[config.mk]
export PLATFORM = sky130hd
export DESIGN_NAME = uart_point_framer
export DESIGN_NICKNAME = d
export VERILOG_FILES = /design/src/rtl/uart_frame_pkg.sv /design/src/rtl/frame_byte_mux.sv /design/src/rtl/uart_point_framer.sv
export SDC_FILE = /design/constraint.sdc
export NUM_CORES = 1
export LEC_CHECK = 0
export CORE_MARGIN = 3
export CORE_UTILIZATION = 55
export DETAILED_ROUTE_END_ITERATION = 6
export HOLD_SLACK_MARGIN = 0.1
export PLACE_DENSITY = 0.84
export SETUP_SLACK_MARGIN = 0.2
export SYNTH_ARGS = -nofsm -noshare
export SYNTH_HDL_FRONTEND = slang
export SYNTH_SLANG_ARGS = --single-unit
[constraint.sdc]
create_clock -name clk_i -period 4.9 [get_ports clk_i]
set_input_delay 0.735 -clock clk_i [delete_from_list [all_inputs] [get_ports clk_i]]
set_output_delay 0.735 -clock clk_i [all_outputs]
set_load 0.05 [all_outputs]
[src/rtl/uart_frame_pkg.sv]
// uart_frame_pkg: shared byte constants, FSM states and frame-length helper for uart_point_framer
// Contents: header/trailer byte constants, state_e (IDLE, LOAD, SEND, WAIT, FIN), frame_len().
package uart_frame_pkg;
  localparam logic [7:0] HDR0_DEF = 8'h53;
  localparam logic [7:0] HDR1_DEF = 8'h54;
  localparam logic [7:0] END_E = 8'h45;
  localparam logic [7:0] END_N = 8'h4E;
  localparam logic [7:0] END_D = 8'h44;
  typedef enum logic [2:0] {IDLE, LOAD, SEND, WAIT, FIN} state_e;
  function automatic int frame_len(input int num_points, input int coord_bytes, input bit checksum);
    return 5 + 2 * num_points * coord_bytes + (checksum ? 1 : 0);
  endfunction
endpackage

[src/rtl/frame_byte_mux.sv]
// frame_byte_mux: selects frame byte idx_i from the coordinate snapshot and the fixed header/trailer
// Ports: points_h_i/points_v_i snapshot (point k at [k*W +: W], W = COORD_BYTES*8);
//   idx_i byte position in the frame; byte_o selected byte (combinational).
// Define UART_FRAMER_CHECKSUM_EN to insert a mod-256 payload sum between the last V byte and "END".
module frame_byte_mux
  import uart_frame_pkg::*;
#(
  parameter int NUM_POINTS = 8,
  parameter int COORD_BYTES = 2,
  parameter int CW = 6,
  parameter logic [7:0] HDR0 = HDR0_DEF,
  parameter logic [7:0] HDR1 = HDR1_DEF
) (
  input  logic [NUM_POINTS*COORD_BYTES*8-1:0] points_h_i,
  input  logic [NUM_POINTS*COORD_BYTES*8-1:0] points_v_i,
  input  logic [CW-1:0]                       idx_i,
  output logic [7:0]                          byte_o
);
  localparam int W = COORD_BYTES * 8;
  localparam int PB = 2 * NUM_POINTS * COORD_BYTES;
  localparam int PIW = $clog2(PB);
  localparam logic [CW-1:0] PL = CW'(PB);
`ifdef UART_FRAMER_CHECKSUM_EN
  localparam logic [CW-1:0] TL = CW'(PB + 1);
`else
  localparam logic [CW-1:0] TL = CW'(PB);
`endif
  logic [7:0] payload [PB];
  logic [CW-1:0] off, tail;
  // Payload in transmit order: per point, H then V, each most significant byte first.
  for (genvar k = 0; k < NUM_POINTS; k++) begin : g_pt
    for (genvar b = 0; b < COORD_BYTES; b++) begin : g_by
      assign payload[2*COORD_BYTES*k + b] = points_h_i[k*W + (COORD_BYTES-1-b)*8 +: 8];
      assign payload[2*COORD_BYTES*k + COORD_BYTES + b] = points_v_i[k*W + (COORD_BYTES-1-b)*8 +: 8];
    end
  end
  // off wraps for the two header positions, so it only lands inside the payload range for payload bytes.
  assign off = idx_i - CW'(2);
  assign tail = off - TL;
`ifdef UART_FRAMER_CHECKSUM_EN
  logic [7:0] sum;
  always_comb begin
    sum = 8'h00;
    for (int j = 0; j < PB; j++) sum = sum + payload[j];
  end
  always_comb
    byte_o = idx_i == '0 ? HDR0 : idx_i == CW'(1) ? HDR1 : off < PL ? payload[off[PIW-1:0]] :
             off == PL ? sum : tail == '0 ? END_E : tail == CW'(1) ? END_N : END_D;
`else
  always_comb
    byte_o = idx_i == '0 ? HDR0 : idx_i == CW'(1) ? HDR1 : off < PL ? payload[off[PIW-1:0]] :
             tail == '0 ? END_E : tail == CW'(1) ? END_N : END_D;
`endif
endmodule

[src/rtl/uart_point_framer.sv]
// uart_point_framer: serialises tracked marker coordinates into a framed byte stream for uart_tx
// Ports: clk_i clock; rst_ni async active-low reset; start_i frame request (level, sampled in IDLE);
//   points_h_i/points_v_i packed coordinates, point k at [k*W +: W]; tx_done_i byte-sent pulse;
//   tx_dv_o byte strobe with tx_byte_o; busy_o LOAD..WAIT; frame_done_o one-cycle end-of-frame pulse.
// Define UART_FRAMER_CHECKSUM_EN to add a mod-256 payload checksum byte before "END".
module uart_point_framer
  import uart_frame_pkg::*;
#(
  parameter int NUM_POINTS = 8,
  parameter int COORD_BYTES = 2,
  parameter int CONTINUOUS = 1,
  parameter logic [7:0] HDR0 = HDR0_DEF,
  parameter logic [7:0] HDR1 = HDR1_DEF
) (
  input  logic                                clk_i,
  input  logic                                rst_ni,
  input  logic                                start_i,
  input  logic [NUM_POINTS*COORD_BYTES*8-1:0] points_h_i,
  input  logic [NUM_POINTS*COORD_BYTES*8-1:0] points_v_i,
  input  logic                                tx_done_i,
  output logic                                tx_dv_o,
  output logic [7:0]                          tx_byte_o,
  output logic                                busy_o,
  output logic                                frame_done_o
);
`ifdef UART_FRAMER_CHECKSUM_EN
  localparam bit CK_EN = 1'b1;
`else
  localparam bit CK_EN = 1'b0;
`endif
  localparam int FRAME_LEN = frame_len(NUM_POINTS, COORD_BYTES, CK_EN);
  localparam int CW = $clog2(FRAME_LEN + 1);
  localparam int PW = NUM_POINTS * COORD_BYTES * 8;
  localparam logic [CW-1:0] LAST = CW'(FRAME_LEN - 1);
  state_e state_q, state_d;
  logic [PW-1:0] h_q, v_q;
  logic [CW-1:0] cnt_q, cnt_d;
  logic [7:0] byte_q, mux_byte;
  logic done_q, armed_q, armed_d;
  frame_byte_mux #(
    .NUM_POINTS(NUM_POINTS),
    .COORD_BYTES(COORD_BYTES),
    .CW(CW),
    .HDR0(HDR0),
    .HDR1(HDR1)
  ) u_mux (
    .points_h_i(h_q),
    .points_v_i(v_q),
    .idx_i(cnt_q),
    .byte_o(mux_byte)
  );
  // done_q registers TX_DONE only while waiting, so pulses in other states are dropped and the
  // next byte goes out two cycles after the accepted TX_DONE.
  // armed_q marks that a frame has started since reset; continuous mode needs it to self-restart.
  always_ff @(posedge clk_i or negedge rst_ni) begin
    if (!rst_ni) begin
      state_q <= IDLE;
      cnt_q <= '0;
      byte_q <= 8'h00;
      done_q <= 1'b0;
      armed_q <= 1'b0;
      h_q <= '0;
      v_q <= '0;
    end else begin
      state_q <= state_d;
      cnt_q <= cnt_d;
      armed_q <= armed_d;
      done_q <= tx_done_i && state_q == WAIT;
      if (state_q == LOAD) begin
        h_q <= points_h_i;
        v_q <= points_v_i;
      end
      if (state_q == SEND) byte_q <= mux_byte;
    end
  end
  always_comb begin
    state_d = state_q;
    cnt_d = cnt_q;
    armed_d = armed_q;
    case (state_q)
      IDLE: state_d = start_i || (CONTINUOUS != 0 && armed_q) ? LOAD : IDLE;
      LOAD: begin
        state_d = SEND;
        cnt_d = '0;
        armed_d = 1'b1;
      end
      SEND: state_d = WAIT;
      WAIT: if (done_q) begin
        state_d = cnt_q == LAST ? FIN : SEND;
        cnt_d = cnt_q == LAST ? cnt_q : cnt_q + CW'(1);
      end
      FIN: state_d = IDLE;
      default: state_d = IDLE;
    endcase
  end
  assign tx_dv_o = state_q == SEND;
  assign tx_byte_o = tx_dv_o ? mux_byte : byte_q;
  assign busy_o = state_q == LOAD || state_q == SEND || state_q == WAIT;
  assign frame_done_o = state_q == FIN;
endmodule

**Yosys cells after proc, flatten, opt, wreduce, memory -nomap -nowiden**

Index checks and enable logic that the tools add are counted.

- Output and inout bits: 11
- Flip-flop bits (word level): 275
- Input port bits: 260
- Logic and storage cells: 47

- Order comparisons: 2
- Add/sub/neg operators: 3
- Reductions and logical operators: 9
- Muxes and demuxes: 16
- Equal/unequal tests: 9
- Bitwise logic cells: 1

Operators by type and width:

| cell | count |
|---|---|
| two-way mux 8 bit | 7 |
| binary-select mux 8 bit (select 5 bit) | 1 |
| equality test 6 x 1 -> 1 bit (second input constant) | 2 |
| zero test 6 bit | 2 |
| two-way mux 6 bit | 2 |
| case mux 3 bit (4 select lines) | 1 |
| case mux 6 bit (2 select lines) | 1 |
| adder 6 x 1 -> 6 bit (second input constant) | 1 |
| equality test 3 x 2 -> 1 bit (second input constant) | 2 |
| equality test 6 bit (second input constant) | 1 |
| greater-or-equal comparator 6 bit (second input constant) | 1 |
| < comparator 6 bit (second input constant) | 1 |
| two-way mux 3 bit | 2 |
| NOT 5 -> 6 bit | 1 |
| subtractor 6 x 2 -> 6 bit (second input constant) | 1 |
| subtractor 6 bit (second input constant) | 1 |
| two-way mux 4 bit | 1 |
| inequality test 2 bit (second input constant) | 2 |
| equality test 3 x 1 -> 1 bit (second input constant) | 1 |
| equality test 3 bit (second input constant) | 1 |
| zero test 3 bit | 1 |
| logical OR 1 bit | 3 |
| AND reduction 3 bit | 1 |
| nonzero test 2 bit | 1 |
| other kinds (2) | 2 |

**Logic depth before layout (Yosys ltp)**

Gate-level depths: netlist of the first run.

- Depth in word-level cells: 9
- Depth in mapped cells: 11
- Mapped depth without buffers: 8

**Modules after synthesis**

Synthesis of the first run repeated with hierarchy kept, for this count alone.

- Cell total of the unflattened synthesis: 793
- Area, all modules: 13,922.1 um2

By module, submodules not included:

| module | area an instance (um2) | seq. area each (um2) | cells an instance | instances |
|---|---|---|---|---|
| uart_point_framer | 11,647.4 | 6,881.6 | 628 | 1 |
| frame_byte_mux | 2,274.7 | 0.0 | 165 | 1 |

**Worst setup path after synthesis of the first run**

Ideal clock, no wire load.

- Kind: register to output
- From: register cnt_q[1]
- To: output port tx_byte_o[1]
- Stages on the path, launching flop included: 11
- Arrival time: 3,263 ps
- Data required time: 4,165 ps
- Buffers on the path: 4
- Setup slack: 902 ps
- Path through: dfrtp_1 -> buf_2 -> buf_2 -> inv_1 -> ha_1 -> buf_1 -> clkbuf_1 -> nand4_1 -> a22oi_1 -> o22ai_1 -> a31oi_1

- Cells in the longest elaborated chain, start to end: 9
- Elaborated cells on any way between the ends: 17
- Those cells by class: 2 x add/sub; 1 x order compare; 2 x eq/ne; 9 x mux; 1 x bitwise; 2 x reduce/logical

RTL lines:

| what | line | text |
|---|---|---|
| start, declared | uart_point_framer.sv:37 | `logic [CW-1:0] cnt_q, cnt_d;` |
| start signal, assigned | uart_point_framer.sv:66 | `cnt_q <= cnt_d;` |
| subtractor 6 x 2 -> 6 bit | frame_byte_mux.sv:38 | `assign off = idx_i - CW'(2);` |
| subtractor 6 bit / NOT 5 -> 6 bit (equally long branches) | frame_byte_mux.sv:39, frame_byte_mux.sv:51 |  |
| equality test 6 x 1 -> 1 bit / binary-select mux 8 bit (select 5 bit) (equally long branches) | frame_byte_mux.sv:52, frame_byte_mux.sv:51 |  |
| two-way mux 4 bit / two-way mux 8 bit (equally long branches) | frame_byte_mux.sv:52, frame_byte_mux.sv:51 |  |
| two-way mux 8 bit, on equally long branches | frame_byte_mux.sv:52, frame_byte_mux.sv:51 |  |
| two-way mux 8 bit (2 in a row) | frame_byte_mux.sv:51 | `byte_o = idx_i == '0 ? HDR0 : idx_i == CW'(1) ? HDR1 : off < PL ? payload[off[PIW-1:0]] :` |
| two-way mux 8 bit * | frame_byte_mux.sv:51 |  |
| two-way mux 8 bit * | -- |  |
| end, declared | uart_point_framer.sv:22 | `output logic [7:0] tx_byte_o,` |

Every way passes the cells marked *; elsewhere a longest branch is shown, timed or not. The select of a mux whose other input is x is not followed.

**Worst setup path in the final report of the first run**

- From: register cnt_q[2]
- To: output port tx_byte_o[4]

- Cells in the longest elaborated chain, start to end: 9
- Elaborated cells on any way between the ends: 12
- Those cells by class: 1 x add/sub; 1 x order compare; 1 x eq/ne; 7 x mux; 1 x bitwise; 1 x reduce/logical

RTL lines:

| what | line |
|---|---|
| subtractor 6 x 2 -> 6 bit | frame_byte_mux.sv:38 |
| NOT 5 -> 6 bit (not written as such) | frame_byte_mux.sv:51 |
| binary-select mux 8 bit (select 5 bit) | frame_byte_mux.sv:51 |
| two-way mux 8 bit (not written as such) (2 in a row) | frame_byte_mux.sv:51 |
| two-way mux 8 bit (2 in a row) | frame_byte_mux.sv:51 |
| two-way mux 8 bit * | frame_byte_mux.sv:51 |
| two-way mux 8 bit * | -- |

Marks and branches as above.

==> results of run 1 <==
-- metal layers --
metal  vias up  share of wire
li1       3552              -
met5         -              0
met2       299           0.49
met3        63          0.064
met1      4155           0.41
met4         0          0.031
-- layout make-up --
type / count / area share
Tap cell: 280 / 0.0213
Clock buffer: 44 / 0.0529
Inverter: 5 / 0.00114
Timing Repair Buffer: 281 / 0.176
Antenna cell: 3 / 0.000456
Multi-Input combinational cell: 479 / 0.327
Sequential cell: 275 / 0.418
Clock inverter: 9 / 0.00319
-- cell usage after synthesis, types with 2 or more instances --
| cell type | number | area [sq um] |
|---|---|---|
| xor2_1 | 2 | 17.5 |
| and3_1 | 4 | 25.0 |
| and2_1 | 3 | 18.8 |
| o21a_1 | 2 | 15.0 |
| mux2i_1 | 8 | 80.1 |
| ha_1 | 6 | 75.1 |
| buf_2 | 39 | 195 |
| nor3_1 | 2 | 10.0 |
| a41oi_1 | 3 | 26.3 |
| xnor2_1 | 5 | 43.8 |
| nor2b_1 | 5 | 31.3 |
| mux4_2 | 69 | 1550 |
| buf_6 | 5 | 56.3 |
| dfrtp_1 | 275 | 6880 |
| a211oi_1 | 2 | 15.0 |
| nor2_1 | 14 | 52.6 |
| a21oi_1 | 7 | 35.0 |
| a31oi_1 | 4 | 25.0 |
| nand2_1 | 37 | 139 |
| o21ai_1 | 2 | 10.0 |
| a2111oi_0 | 2 | 17.5 |
| o21ai_0 | 6 | 30.0 |
| nand3_1 | 15 | 75.1 |
| nand4_1 | 5 | 31.3 |
| nor4_1 | 2 | 12.5 |
| a22oi_1 | 2 | 15.0 |
| clkbuf_1 | 6 | 22.5 |
| inv_1 | 4 | 15.0 |
| nand2b_1 | 2 | 12.5 |
| mux2_2 | 258 | 2910 |
-- metrics by stage --
stage,hold slack [ns],std cells,power [mW]
after CTS,0.390,1372,7.68
final,0.332,1376,7.67
after detailed placement,0.482,1319,5.56
after global routing,0.420,1375,8.01
after floorplan,0.439,811,4.56
after global placement,0.458,1319,5.50
-- power by group through the flow --
stage | clock (mW) | sequential (mW) | combinational (mW)
after floorplan | 0 | 2.70 | 1.87
after global placement | 0 | 2.84 | 2.66
after detailed placement | 0 | 2.85 | 2.72
after CTS | 2.13 | 2.81 | 2.74
after global routing | 2.22 | 2.82 | 2.97
final | 2.10 | 2.78 | 2.79
-- cells by family (layout without fill, tap and decap cells) --
| group | Yosys count | in the layout |
|---|---|---|
| muxes | 335 | 335 |
| DFF | 275 | 275 |
| buffers and inverters | 57 | 339 |
| adders and majority gates | 6 | 6 |
| and+or+nand+nor | 93 | 93 |
| AOI/OAI and AO/OA | 37 | 37 |
| xor gates and xnor gates | 8 | 8 |
| other | 0 | 3 |
-- state kept, by name, indices dropped and copies added, names as in the netlist --
name	cells
cnt_q	6
h_q	128
byte_q	8
armed_q	1
state_q	3
v_q	128
done_q	1
-- final timing paths --
| path | slack [ns] | cells past startpoint | end | from |
|---|---|---|---|---|
| worst max-delay path | 0.52 | 8 | tx_byte_o[4] | cnt_q[2] |
| worst min-delay path | 0.33 | 1 | v_q[114] | rst_ni |
| worst max register to register | 1.83 | 7 | byte_q[4] | cnt_q[2] |
| worst min register to register | 0.49 | 1 | armed_q | armed_q |
| max in group asynchronous | 3.43 | 2 | h_q[102] | rst_ni |
| min in group clk_i | 0.49 | 1 | armed_q | armed_q |
-- critical path, stage by stage (launching register included) --
cell and delay, ns:
dfrtp_1 0.48, inv_1 0.16, ha_1 0.90, inv_2 0.27
o311a_1 0.41, a221oi_1 0.34, o311ai_1 0.21, o21a_1 0.19
buf_12 0.16
==> results_dict.tcl, run 1 <==
set metrics [dict create \
    dp_slack_ns 1.01 \
    drt_iter0_drc 606 \
    p_per_area_nw_per_um2 466 \
    placed_area_sq_um 15500 \
    cp.required_ns 4.16 \
    vias 8069 \
    synth-xor-area-share 0.00617 \
    ir_drop_v 0.000309 \
    synth_top_family_by_area "multiplexers" \
    p_leak_nw 6.92 \
    synth-main-ff-cell "dfrtp_1" \
    via_per_inst 5.86 \
    cts_made_buffers 29 \
    setup_viol 0 \
    muxShareOfSynthArea 0.361 \
    grtUsageMet1 0.369 \
    busiest_layer "met2" \
    synth-compound-area-share 0.0198 \
    fp.dieH_um 157 \
    finalHoldViolCount 0 \
    synth-seq-area-share 0.548 \
    initial_core_util 0.567 \
    grt_pass1_vias 8713 \
    ys_warn_count 0 \
    syn_inst 811 \
    final.setup_skew_ns 0.00695 \
    crit_type "reg2out" \
    p_int_mw 5.17 \
    hold_class "in2async" \
    fmax_ghz 0.228 \
    stdcell_area_sq_um 16500 \
    fin_ws_ns 0.520 \
    numPortBuffers 270 \
    tightest_slew_ns 1.08 \
    slew_headroom 0.280 \
    final_common_cell "dfrtp_1" \
    drt_drc_violations_left 0 \
    grtUsageMet2 0.414 \
    dieArea_sq_um 24700 \
    cts_setup_buffers 0 \
    syn_avg_cell_area_sq_um 15.5 \
    grt_max_degree 144 \
    async_flop_share 1.00 \
    worstSkewPairLatency_ns 0.54 \
    final.period_utilization 0.894 \
    clock_power_share 0.273 \
    maxCapViolations 0 \
    swShare 0.326 \
    overflow 0 \
    timing.final.crit_period_ns 4.38 \
    synthDistinctLibCells 45 \
    nNetsFinal 1337 \
    cts_resized 0 \
    coreArea_sq_um 22200 \
    cts_sinks 275 \
    grt_pass1_wl_mm 49.1 \
    firstDrtPassIters 4 \
    rsz0062_at_grt "false" \
    multi_input_area_sq_um 5390 \
    yosys.area_share.simple 0.0349 \
    cp.arrival_ns 3.65 \
    tns_ns 0 \
    seqPwrFrac 0.363 \
    ff_latch_area_sq_um 6890 \
    grtUsageTotal 0.260 \
    syn2layout_area_growth_pct 31.2 \
    clkTransAtPathRegs_ns 0.06 \
    synth_nets 1077 \
    syn_area_sq_um 12600 \
    report.final.slew_viol_count 0 \
    antenna_found_initial 2 \
    synth_edf_count 0 \
    power.switching_mw 2.50 \
    dp_hpwl_mm 23.0 \
    synth-adder-area-share 0.00597 \
    ant_nets 0 \
    fillers 1384 \
    drive_gt1_frac 0.368 \
    finalWirelength_mm 32.1 \
    row_count 54 \
    final_cell_mix "dfrtp_1, clkdlybuf4s50_1, mux2_2, mux4_2, nand2_1" \
    fp.dieW_um 157 \
    cts_hold_buf 0 \
    cts_buffer_depth 3 \
    gp_congestion 0.942 \
    ys_ff_latch 275 \
    pwr-share-comb 0.364 \
    status "finished, final reports clean" \
    num_io_pins 271 \
    use_met3 0.0443 \
    utilization 0.744 \
    wl_per_cell_um 23.3 \
    critPathMaxFanout 20 \
    clockRootBuffer "clkbuf_16" \
    h-tree-depth 1 \
    cts_tree "done" \
    start_kind "register" \
    end_kind "output port" \
]
(Power assumes the default switching activity.)
==> run 2: changes to the inputs <==
- CTS_BUF_LIST: unset -> sky130_fd_sc_hd__clkbuf_4 sky130_fd_sc_hd__clkbuf_8 sky130_fd_sc_hd__clkbuf_16
- GPL_ROUTABILITY_DRIVEN: unset -> 1
==> run 2 against run 1 <==
Critical path depth is the same. Die area is the same. Sequential share of layout area shrank 0.051 points. Largest cell class unchanged. Clock power is essentially flat. Combinational power is essentially flat. Count of clock-buffer cells in the layout is the same. Utilization grew 0.090 points.
==> results_dict.tcl, run 2 (same netlist as run 1, synthesis figures left out) <==
set metrics [dict create \
    crit_path_max_incr_delay_ns 0.79 \
    rsz0062_at_grt "false" \
    firstDrtPassIters 4 \
    tightest_slew_ns 1.07 \
    holdWs_ns 0.341 \
    cp.required_ns 4.16 \
    crit_slowest_cell "buf_4" \
    cts_buffer_depth 3 \
    crit_chain "buf_4, nor3_2, xor2_2, a2111oi_0, a41oi_1, nand3_1, a31oi_1, buf_12" \
    critPathMaxFanout 69 \
    h-tree-depth 1 \
    hold_class "in2async" \
    nNetsFinal 1337 \
    maxCapViolations 0 \
    row_count 54 \
    start_kind "register" \
    clockRootBuffer "clkbuf_16" \
    crit_buf_inv 2 \
    cts_hold_buf 0 \
    finalWirelength_mm 32.2 \
    clkTransAtPathRegs_ns 0.06 \
    coreArea_sq_um 22200 \
    drive_gt1_frac 0.373 \
    num_io_pins 271 \
    dp_hpwl_mm 23.0 \
    end_kind "output port" \
    status "finished, final reports clean" \
    slew_headroom 0.284 \
    fp.dieH_um 157 \
    cts_resized 0 \
    fin_ws_ns 0.476 \
    drt_drc_violations_left 0 \
    gp_congestion 0.942 \
    timing.final.crit_period_ns 4.42 \
    report.final.slew_viol_count 0 \
    cts_sinks 275 \
    overflow 0 \
    wl_per_cell_um 23.4 \
    cts_tree "done" \
    cts_setup_buffers 0 \
    grt_max_degree 144 \
    vias 8098 \
    via_per_inst 5.89 \
    ant_nets 0 \
    grt_pass1_vias 8741 \
    fmax_ghz 0.226 \
    cts_made_buffers 29 \
    critPathTopFamily "buffers and inverters" \
    initial_core_util 0.567 \
    numPortBuffers 270 \
    fp.dieW_um 157 \
    tns_ns 0 \
    worst_r2r_path_depth 7 \
    drt_iter0_drc 605 \
    dieArea_sq_um 24700 \
    largestRegisters "h_q x128, v_q x128, byte_q x8" \
    setup_viol 0 \
    final_common_cell "dfrtp_1" \
    rr_startpoint "cnt_q[1]" \
    antenna_found_initial 1 \
    crit_type "reg2out" \
    grt_pass1_wl_mm 49.1 \
    finalHoldViolCount 0 \
    cp.arrival_ns 3.69 \
    final.period_utilization 0.903 \
    grtUsageTotal 0.260 \
    worstSkewPairLatency_ns 0.54 \
    final_cell_mix "dfrtp_1, clkdlybuf4s50_1, mux2_2, mux4_2, nand2_1" \
    final.setup_skew_ns 0.00722 \
    p_leak_nw 6.94 \
    p_total_mw 7.72 \
    syn2layout_area_growth_pct 31.3 \
    r2r_slack_ns 1.80 \
    p_per_area_nw_per_um2 468 \
    dp_slack_ns 1.01 \
    r2r-end "byte_q[0]" \
    ir_drop_v 0.000309 \
]
[run 2: cell types whose count changed in the layout (fill, tap and decap cells not counted), sizes merged]
| cell | change |
|---|---|
| diode | -1 |
[run 2: worst max path at each step]
stage                     startpoint           end  slack, ns  cells past startpoint
after global routing        cnt_q[1]  tx_byte_o[1]       0.30                      8
after detailed placement    cnt_q[0]  tx_byte_o[1]       1.01                      9
after CTS                   cnt_q[0]  tx_byte_o[1]       0.44                      9
after floorplan             cnt_q[1]  tx_byte_o[1]       0.90                     10
after global placement      cnt_q[0]  tx_byte_o[1]       1.13                      9
final                       cnt_q[1]  tx_byte_o[0]       0.48                      8
[run 2: layout make-up]
class	count	area, sq um
Antenna cell	2	5.00
Fill cell	1377	5660
Clock buffer	44	895
Tap cell	280	350
Timing Repair Buffer	281	2900
Sequential cell	275	6890
Multi-Input combinational cell	479	5390
Clock inverter	9	52.6
Inverter	5	18.8
[run 2: through the flow]
| step | cell area (sq um) | utilization | cells |
|---|---|---|---|
| global route | 16500 | 0.744 | 1374 |
| detailed placement | 15500 | 0.701 | 1319 |
| finish | 16500 | 0.745 | 1375 |
| global placement | 15500 | 0.701 | 1319 |
| floorplan | 12600 | - | 811 |
| CTS | 16500 | 0.743 | 1372 |
[run 2: layer usage]
| layer | GRT usage | share of wire | wire length, um | up-vias |
|---|---|---|---|---|
| met5 | 0 | 0 | 0 | - |
| met4 | 0.0913 | 0.037 | 1180 | 0 |
| met3 | 0.0448 | 0.061 | 1960 | 76 |
| met2 | 0.416 | 0.49 | 15700 | 302 |
| met1 | 0.366 | 0.42 | 13400 | 4174 |
| li1 | - | - | - | 3546 |
[run 2: worst reg2reg max path, stage by stage (launching register included)]
cell       delay [ns]
dfrtp_4          0.40
buf_4            0.79
nor3_2           0.20
xor2_2           0.49
a2111oi_0        0.14
a41oi_1          0.29
nand3_1          0.11
a31oi_1          0.52
[run 2: power by group]
group	internal [mW]	switching, mW	total (mW)
Sequential	2.56	0.224	2.79
Clock	1.26	0.875	2.13
Combinational	1.39	1.41	2.80
